<file path="src/rtl/knights_uart_pkg.sv">
// Shared definitions for the KnightsTour remote command UART link.
// Holds the default baud divider, the standard acknowledge response and the FSM state types.
package knights_uart_pkg;

    localparam int         BAUD_DIV_DFLT = 2604;
    localparam int         BYTE_TO_DFLT  = 64;
    localparam logic [7:0] RESP_ACK      = 8'hA5;

    typedef enum logic [1:0] {IDLE, START, DATA, STOP} rx_state_t;
    typedef enum logic       {WAIT_HI, WAIT_LO}        asm_state_t;

endpackage

</file>
<file path="src/rtl/uart_tx.sv">
// UART 8N1 serializer: frames a latched byte as start, d0..d7, stop at BAUD_DIV clocks per bit.
// tx_done is sticky and only clears when a new frame is accepted.
module uart_tx
    import knights_uart_pkg::*;
#(
    parameter int BAUD_DIV = BAUD_DIV_DFLT
) (
    input  logic       clk,
    input  logic       rst_n,
    input  logic       trmt,
    input  logic [7:0] tx_data,
    output logic       TX,
    output logic       tx_done
);

    localparam int            CW        = $clog2(BAUD_DIV);
    localparam logic [CW-1:0] BAUD_LAST = CW'(BAUD_DIV - 1);
    localparam logic [CW-1:0] CNT_ONE   = CW'(1);

    logic          busy_q, busy_d;
    logic [CW-1:0] baud_cnt_q, baud_cnt_d;
    logic [3:0]    bit_cnt_q, bit_cnt_d;
    logic [8:0]    shift_q, shift_d;
    logic          tx_q, tx_d;
    logic          tx_done_q, tx_done_d;

    // The stop bit rides in the top of the shift register so every bit after the
    // start bit comes out of shift_q[0]; bit_cnt 9 marks the end of the stop bit.
    always_comb begin
        busy_d     = busy_q;
        baud_cnt_d = baud_cnt_q;
        bit_cnt_d  = bit_cnt_q;
        shift_d    = shift_q;
        tx_d       = tx_q;
        tx_done_d  = tx_done_q;
        if (!busy_q) begin
            if (trmt) begin
                busy_d     = 1'b1;
                tx_d       = 1'b0;
                shift_d    = {1'b1, tx_data};
                baud_cnt_d = '0;
                bit_cnt_d  = '0;
                tx_done_d  = 1'b0;
            end
        end else if (baud_cnt_q == BAUD_LAST) begin
            baud_cnt_d = '0;
            if (bit_cnt_q == 4'd9) begin
                busy_d    = 1'b0;
                tx_done_d = 1'b1;
                tx_d      = 1'b1;
            end else begin
                tx_d      = shift_q[0];
                shift_d   = {1'b1, shift_q[8:1]};
                bit_cnt_d = bit_cnt_q + 4'd1;
            end
        end else begin
            baud_cnt_d = baud_cnt_q + CNT_ONE;
        end
    end

    always_ff @(posedge clk or negedge rst_n) begin
        if (!rst_n) begin
            busy_q     <= 1'b0;
            baud_cnt_q <= '0;
            bit_cnt_q  <= '0;
            shift_q    <= '1;
            tx_q       <= 1'b1;
            tx_done_q  <= 1'b0;
        end else begin
            busy_q     <= busy_d;
            baud_cnt_q <= baud_cnt_d;
            bit_cnt_q  <= bit_cnt_d;
            shift_q    <= shift_d;
            tx_q       <= tx_d;
            tx_done_q  <= tx_done_d;
        end
    end

    assign TX      = tx_q;
    assign tx_done = tx_done_q;

endmodule

</file>
<file path="src/rtl/cmd_uart_responder.sv">
// Robot-side end of the remote command link: receives byte pairs into 16-bit commands
// and sends single response bytes back, with RX and TX running independently.
module cmd_uart_responder
    import knights_uart_pkg::*;
#(
    parameter int BAUD_DIV = BAUD_DIV_DFLT,
    parameter int BYTE_TO  = BYTE_TO_DFLT
) (
    input  logic        clk,
    input  logic        rst_n,
    input  logic        RX,
    output logic        TX,
    output logic [15:0] cmd,
    output logic        cmd_rdy,
    input  logic        clr_cmd_rdy,
    input  logic [7:0]  resp,
    input  logic        trmt,
    output logic        tx_done,
    output logic        frame_err
);

    localparam int            CW        = $clog2(BAUD_DIV);
    localparam logic [CW-1:0] BAUD_LAST = CW'(BAUD_DIV - 1);
    localparam logic [CW-1:0] HALF_LAST = CW'(BAUD_DIV / 2 - 1);
    localparam logic [CW-1:0] CNT_ONE   = CW'(1);
    localparam int            TO_W      = (BYTE_TO == 0) ? 1 : $clog2(BYTE_TO * BAUD_DIV + 1);
    localparam logic [TO_W-1:0] TO_LAST = TO_W'(BYTE_TO * BAUD_DIV - 1);
    localparam logic [TO_W-1:0] TO_ONE  = TO_W'(1);

    logic          rx_meta_q, rx_meta_d;
    logic          rx_sync_q, rx_sync_d;
    logic          rx_prev_q, rx_prev_d;
    rx_state_t     rx_state_q, rx_state_d;
    logic [CW-1:0] baud_cnt_q, baud_cnt_d;
    logic [2:0]    bit_cnt_q, bit_cnt_d;
    logic [8:0]    shift_q, shift_d;
    logic          rx_done_q, rx_done_d;

    asm_state_t      asm_state_q, asm_state_d;
    logic [7:0]      hi_byte_q, hi_byte_d;
    logic [15:0]     cmd_q, cmd_d;
    logic            cmd_rdy_q, cmd_rdy_d;
    logic [TO_W-1:0] to_cnt_q, to_cnt_d;

    logic rx_start;
    logic byte_ok;

    assign rx_start  = (rx_state_q == IDLE) && rx_prev_q && !rx_sync_q;
    assign byte_ok   = rx_done_q && shift_q[8];
    assign frame_err = rx_done_q && !shift_q[8];

    // Receive engine. The stop bit is shifted in with the data, so one cycle after
    // the stop sample shift_q holds {stop, d7..d0} and the result is judged there.
    always_comb begin
        rx_meta_d  = RX;
        rx_sync_d  = rx_meta_q;
        rx_prev_d  = rx_sync_q;
        rx_state_d = rx_state_q;
        baud_cnt_d = baud_cnt_q;
        bit_cnt_d  = bit_cnt_q;
        shift_d    = shift_q;
        rx_done_d  = 1'b0;
        case (rx_state_q)
            IDLE: begin
                if (rx_start) begin
                    rx_state_d = START;
                    baud_cnt_d = '0;
                end
            end
            START: begin
                if (baud_cnt_q == HALF_LAST) begin
                    baud_cnt_d = '0;
                    bit_cnt_d  = '0;
                    rx_state_d = rx_sync_q ? IDLE : DATA;
                end else begin
                    baud_cnt_d = baud_cnt_q + CNT_ONE;
                end
            end
            DATA: begin
                if (baud_cnt_q == BAUD_LAST) begin
                    baud_cnt_d = '0;
                    shift_d    = {rx_sync_q, shift_q[8:1]};
                    if (bit_cnt_q == 3'd7) begin
                        rx_state_d = STOP;
                    end else begin
                        bit_cnt_d = bit_cnt_q + 3'd1;
                    end
                end else begin
                    baud_cnt_d = baud_cnt_q + CNT_ONE;
                end
            end
            STOP: begin
                if (baud_cnt_q == BAUD_LAST) begin
                    baud_cnt_d = '0;
                    shift_d    = {rx_sync_q, shift_q[8:1]};
                    rx_done_d  = 1'b1;
                    rx_state_d = IDLE;
                end else begin
                    baud_cnt_d = baud_cnt_q + CNT_ONE;
                end
            end
            default: rx_state_d = IDLE;
        endcase
    end

    // Pair assembler. A set of cmd_rdy is written last so it beats a same-cycle clear;
    // the low-byte timeout only runs while the receiver is idle between frames.
    always_comb begin
        asm_state_d = asm_state_q;
        hi_byte_d   = hi_byte_q;
        cmd_d       = cmd_q;
        cmd_rdy_d   = cmd_rdy_q;
        to_cnt_d    = to_cnt_q;
        if (clr_cmd_rdy || (rx_start && asm_state_q == WAIT_HI)) begin
            cmd_rdy_d = 1'b0;
        end
        case (asm_state_q)
            WAIT_HI: begin
                if (byte_ok) begin
                    hi_byte_d   = shift_q[7:0];
                    to_cnt_d    = '0;
                    asm_state_d = WAIT_LO;
                end
            end
            WAIT_LO: begin
                if (byte_ok) begin
                    cmd_d       = {hi_byte_q, shift_q[7:0]};
                    cmd_rdy_d   = 1'b1;
                    asm_state_d = WAIT_HI;
                end else if (BYTE_TO != 0 && rx_state_q == IDLE && !rx_start) begin
                    if (to_cnt_q == TO_LAST) begin
                        asm_state_d = WAIT_HI;
                    end else begin
                        to_cnt_d = to_cnt_q + TO_ONE;
                    end
                end
            end
            default: asm_state_d = WAIT_HI;
        endcase
    end

    always_ff @(posedge clk or negedge rst_n) begin
        if (!rst_n) begin
            rx_meta_q   <= 1'b1;
            rx_sync_q   <= 1'b1;
            rx_prev_q   <= 1'b1;
            rx_state_q  <= IDLE;
            baud_cnt_q  <= '0;
            bit_cnt_q   <= '0;
            shift_q     <= '0;
            rx_done_q   <= 1'b0;
            asm_state_q <= WAIT_HI;
            hi_byte_q   <= '0;
            cmd_q       <= '0;
            cmd_rdy_q   <= 1'b0;
            to_cnt_q    <= '0;
        end else begin
            rx_meta_q   <= rx_meta_d;
            rx_sync_q   <= rx_sync_d;
            rx_prev_q   <= rx_prev_d;
            rx_state_q  <= rx_state_d;
            baud_cnt_q  <= baud_cnt_d;
            bit_cnt_q   <= bit_cnt_d;
            shift_q     <= shift_d;
            rx_done_q   <= rx_done_d;
            asm_state_q <= asm_state_d;
            hi_byte_q   <= hi_byte_d;
            cmd_q       <= cmd_d;
            cmd_rdy_q   <= cmd_rdy_d;
            to_cnt_q    <= to_cnt_d;
        end
    end

    assign cmd     = cmd_q;
    assign cmd_rdy = cmd_rdy_q;

    uart_tx #(
        .BAUD_DIV (BAUD_DIV)
    ) u_tx (
        .clk     (clk),
        .rst_n   (rst_n),
        .trmt    (trmt),
        .tx_data (resp),
        .TX      (TX),
        .tx_done (tx_done)
    );

endmodule

</file>
<file path="config.mk">
export PLATFORM = sky130hd
export DESIGN_NAME = cmd_uart_responder
export DESIGN_NICKNAME = d
export VERILOG_FILES = /design/src/rtl/knights_uart_pkg.sv /design/src/rtl/uart_tx.sv /design/src/rtl/cmd_uart_responder.sv
export SDC_FILE = /design/constraint.sdc
export NUM_CORES = 1
export LEC_CHECK = 0
export CORE_MARGIN = 8
export CORE_UTILIZATION = 34
export CTS_CLUSTER_DIAMETER = 80
export DETAILED_ROUTE_END_ITERATION = 10
export DONT_BUFFER_PORTS = 1
export GPL_TIMING_DRIVEN = 0
export MAX_ROUTING_LAYER = met4
export SYNTH_ARGS = -nofsm -noshare
export SYNTH_HDL_FRONTEND = slang
export SYNTH_SLANG_ARGS = --single-unit
</file>
<file path="constraint.sdc">
create_clock -name clk -period 2.8 [get_ports clk]
set_clock_uncertainty 0.05 [all_clocks]
set_input_delay 0.14 -clock clk [delete_from_list [all_inputs] [get_ports clk]]
set_output_delay 0.14 -clock clk [all_outputs]
set_load 0.01 [all_outputs]
</file>
After elaboration in Yosys (flattened, before gate mapping)
Index checks and enable logic that the tools add are counted.

Reductions and logical operators: 23. Equality and inequality tests: 22. Bitwise operators: 1. Mux-type cells: 52. Add/sub/neg operators: 5.

Operators by type and width (number): $mux W12 (6); $mux W18 (4); $mux W9 (4); $pmux W12 S3 (1); $pmux W18 S2 (1); $add A12 B1 Y12 const B (2); $eq A12 B12 Y1 const B (2); $ne A2 B2 Y1 const B (12); $mux W1 (20); $add A18 B1 Y18 const B (1); $eq A18 B18 Y1 const B (1); $mux W4 (4); $eq A12 B11 Y1 const B (1); $mux W2 (6); $mux W3 (3); $pmux W2 S4 (1); $reduce_and A2 Y1 (4); $reduce_and A4 Y1 (2); $logic_and A1 B1 Y1 (6); $pmux W3 S2 (1); $reduce_and A3 Y1 (2); $reduce_and A5 Y1 (1); $add A4 B1 Y4 const B (1); $eq A2 B2 Y1 const B (2); 12 further kinds (15).

Input port bits: 13. Output and inout port bits: 20. Register bits after elaboration: 102. Logic and storage cells: 122.

Depth between registers and ports, before layout
Word-level depth: 8. Gate-level depth with buffers: 8. Mapped depth without buffers: 7.

Cells and area by module
From an unflattened synthesis, not the netlist that was laid out.

Cell total of the unflattened synthesis: 464. Area, all modules: 4934.7 um2.

By module, submodules not included: cmd_uart_responder (instances 1, seq. area each 1855.5 um2, cells each 320, area an instance 3443.3 um2); uart_tx (instances 1, seq. area each 686.9 um2, cells each 144, area an instance 1491.4 um2).

Least setup slack after synthesis
OpenSTA, ideal clock, no wires.

Path kind: register to register. Start: reg u_tx.baud_cnt_q[6]. End: reg u_tx.shift_q[6]. Period minus slack after synthesis: 1.935 ns. Data required time: 2.670 ns. Stages on the path, launching flop included: 7. Setup slack: 0.865 ns. Data arrival time: 1.805 ns. Path buffers: 1. Path through: dfrtp_1 or3b_1 or3_4 o31ai_4 buf_6 nand3b_1 o221a_2.

Longest elaborated chain between the ends: 3.

Ends and longest elaborated chain: start: declaration (RTL line uart_tx.sv:21) `logic [CW-1:0] baud_cnt_q, baud_cnt_d;`; start signal: assignment (RTL line uart_tx.sv:71) `baud_cnt_q <= baud_cnt_d;`; $eq A12 B12 Y1 (RTL line uart_tx.sv:45) `end else if (baud_cnt_q == BAUD_LAST) begin`; $ne A2 B2 Y1 (no line); $reduce_and A3 Y1 (no line); end signal: assignment (RTL line uart_tx.sv:73) `shift_q <= shift_d;`; end: declaration (RTL line uart_tx.sv:23) `logic [8:0] shift_q, shift_d;`.

Every way passes these cells. A chain may end at the register's enable or synchronous reset.

Worst setup path in the final report
Start: reg baud_cnt_q[2]. End: reg shift_q[6].

Longest elaborated chain between the ends: 2.

Ends and longest elaborated chain: start: declaration (RTL line cmd_uart_responder.sv:34) `logic [CW-1:0] baud_cnt_q, baud_cnt_d;`; start signal: assignment (RTL line cmd_uart_responder.sv:162) `baud_cnt_q <= baud_cnt_d;`; $eq A12 B12 Y1 (RTL line cmd_uart_responder.sv:80, cmd_uart_responder.sv:93); $reduce_and A2 Y1 (no line); end signal: assignment (RTL line cmd_uart_responder.sv:164) `shift_q <= shift_d;`; end: declaration (RTL line cmd_uart_responder.sv:36) `logic [8:0] shift_q, shift_d;`.

Every way passes these cells.

==> flow_summary_export.csv <==
group,metric,value,unit
outcome,status,"finished, final reports clean",
sta,setup_viol,0,
logic_synthesis,synth_area,4790,um^2
detailed_routing,dr.pass1.iters,4,
logic_synthesis,avgSynthCellArea,10.5,um^2
layout,final-seq-area,2540,um^2
setup_path,end_kind,"register",
pwr,p_int,2250,uW
floorplan,core,13800,um^2
floorplan,ioPinCount,33,
logic_synthesis,yosysMostFrequentCell,"dfrtp_1",
pwr,swShare,26.8,%
logic_synthesis,synthArstFlopShare,100,%
place,dpl.hpwl,6.65,mm
layout,fin_area,5420,um^2
pwr,leakage,0.00235,uW
logic_synthesis,synth.distinct_cells,58,
logic_synthesis,ys.flop_type,"dfrtp_1",
setup_path,critical_path_peak_fanout,9,
clock_network,root_buffer,"clkbuf_16",
floorplan,die_h,135,um
pwr,peakVddDrop,242,uV
pwr,clockPowerShare,37.3,%
clock_network,path_clk_slew,0.07,ns
clock_network,cts-htree-levels,3,
grt,antenna_found_initial,0,
sta,timing.hold.ws,0.0255,ns
place,io_buffers,0,
logic_synthesis,synth_area_leaders,"dfrtp_1 (46%), dfstp_2 (6.6%), mux2_2 (5.9%)",
pwr,seqPwrFrac,52.3,%
detailed_routing,wl,9.69,mm
place,gp_congestion,0.802,
logic_synthesis,synth_edf_count,0,
place,placed_cell_area,5010,um^2
sta,setup_tns,0,ns
logic_synthesis,synth_nets,477,
floorplan,initial_core_util,34.6,%
grt,overflow,0,
grt,grt_pass1_wl,17.0,mm
logic_synthesis,synth_common_cells,"dfrtp_1 (89), nand2_1 (66), o21ai_0 (34)",
logic_synthesis,synth_cells,456,
grt,top_usage_layer,"met2",
pwr,p_comb_share,10.5,%
layout,nets,500,
detailed_routing,ant_nets,0,
clock_network,clk_path_buf_depth,2,
pwr,power_per_cell_area,567,nW/um^2
sta,period_share,79.6,%
grt,grt_use_met2,18.1,%
grt,grt_pass1_vias,3500,
grt,met1_usage,14.5,%
logic_synthesis,yosysSeqAreaShare,53.1,%
pwr,p_switching,825,uW
detailed_routing,viasPerCell,5.27,
sta,report.final.slew_viol_count,0,
sta,period_minus_slack,2.23,ns
layout,antenna_cells,0,
setup_path,rrSetupSlack,0.57,ns
pwr,power.total,3070,uW
detailed_routing,drt-wirelength-per-cell,14.6,um
clock_network,clkLatencyLatePin,0.34,ns
sta,slew_headroom,58.1,%
grt,grt_max_degree,102,
floorplan,die_w,135,um
min_path,min_path_type,"in2reg",
setup_path,crit_arrival,2.41,ns
detailed_routing,drtIter0Drc,315,
sta,hold_viol,0,
sta,tightest_slew,0.624,ns
layout,area_delta_synth_final,13.2,%
detailed_routing,routed-via-count,3501,
clock_network,ctsResizeCount,0,
clock_network,cts_tree,"done",
setup_path,startpoint_type,"register",
layout,layout-drive-gt1-share,14.9,%
logic_synthesis,synth_top_area_share,46.5,%
grt,grtUsageMet3,2.53,%
logic_synthesis,synth_warnings,0,
detailed_routing,drc,0,
sta,fmax,449,MHz
grt,grt.total_usage,11.5,%
clock_network,numCtsBuffers,9,
layout,multi_input_area,2110,um^2
logic_synthesis,yosys.area.top_type,"dfrtp_1",
setup_path,worstSetupPathType,"reg2reg",
logic_synthesis,synth_seq_cells,101,
clock_network,cts.sinks,101,
sta,rsz0062_at_grt,"false",
floorplan,num_rows,43,
layout,fill_cells,1318,
setup_path,worstPathRequired,2.98,ns
job,drv_cap,0,
floorplan,dieArea,18100,um^2
==> path summary, 6_finish.rpt <==
path,startpoint,endpoint,cells past startpoint
worst max-delay path,baud_cnt_q[2]$_DFFE_PN0N_,shift_q[6]$_DFFE_PN0P_,4
worst min-delay path,clr_cmd_rdy,cmd_rdy$_DFF_PN0_,2
worst max register to register,baud_cnt_q[2]$_DFFE_PN0N_,shift_q[6]$_DFFE_PN0P_,4
worst min register to register,rx_meta_q$_DFF_PN1_,rx_prev_d$_DFF_PN1_,0
max in group asynchronous,rst_n,u_tx.shift_q[3]$_DFFE_PN1P_,2
min in group asynchronous,rst_n,baud_cnt_q[11]$_DFFE_PN0N_,2
==> metrics by stage <==
| stage | util [%] | cells | setup WS, ns |
|---|---|---|---|
| finish | 39.2 | 664 | 0.571 |
| global route | 39.2 | 664 | 0.441 |
| CTS | 39.2 | 664 | 0.594 |
| detailed placement | 36.3 | 636 | 0.605 |
| global placement | 36.3 | 636 | 0.640 |
| floorplan | - | 456 | 0.865 |
==> critical path, cell delays in order (launching register included) <==
cell and delay, ns:
dfrtp_1 0.47, or4_1 0.57, nor3_1 0.32, nand2_1 0.33, mux2_2 0.37
==> cell families (layout without fill, tap and decap cells) <==
| group | count (synthesis) | after routing | synth area share (%) |
|---|---|---|---|
| simple gates | 184 | 184 | 19.9 |
| flops | 101 | 101 | 53.1 |
| compound gates | 96 | 96 | 13.1 |
| mux | 28 | 28 | 6.50 |
| buf+inv | 25 | 53 | 2.80 |
| xor+xnor | 14 | 14 | 2.56 |
| fa+ha+maj | 8 | 8 | 2.09 |
==> sequential cells by signal (all words and copies together) (netlist names), 3 cells and up, named ones only <==
signal           cells
bit_cnt_q            3
u_tx.shift_q         8
hi_byte_q            8
shift_q              9
baud_cnt_q          12
u_tx.baud_cnt_q     12
cmd                 16
to_cnt_q            18
u_tx.bit_cnt_q       4
==> what timing repair did <==
item / in CTS / in global routing
hold buffers: 12 / 0
setup buffers: 0 / 0
hold endpoints to repair: 112 / 0
==> cells in the final DEF (no fill, tap or decap), drive strengths merged, types with 11 or more instances in the layout <==
master / instances
clkbuf: 21
nor2: 28
nor3: 12
o21ai: 37
a21oi: 17
nand3: 13
dfstp: 12
dlygate4sd3: 11
nand2: 66
mux2: 25
xnor2: 13
dfrtp: 89
inv: 12
==> routing by layer <==
metal | share of wire [%] | up-vias
met1 | 49 | 1743
met3 | 3.3 | 9
met5 | 0 | -
met4 | 1.2 | 0
li1 | - | 1697
met2 | 46 | 52
==> power groups by stage <==
| stage | registers, uW | logic [uW] | clock network [uW] |
|---|---|---|---|
| floorplan | 1610 | 223 | 0 |
| global placement | 1630 | 267 | 0 |
| detailed placement | 1630 | 276 | 0 |
| CTS | 1600 | 326 | 1190 |
| global route | 1620 | 364 | 1240 |
| finish | 1610 | 321 | 1150 |
==> layout make-up <==
cell class / count / share of cell area (%)
buffer: 14 / 1.71
clock buffer: 10 / 4.22
clock inverter: 6 / 0.716
inverter: 11 / 0.762
multi-input combinational: 330 / 39.0
sequential: 101 / 46.9
tap: 180 / 4.16
timing repair buffer: 12 / 2.54
No activity file was read; power rests on OpenSTA's default activity.
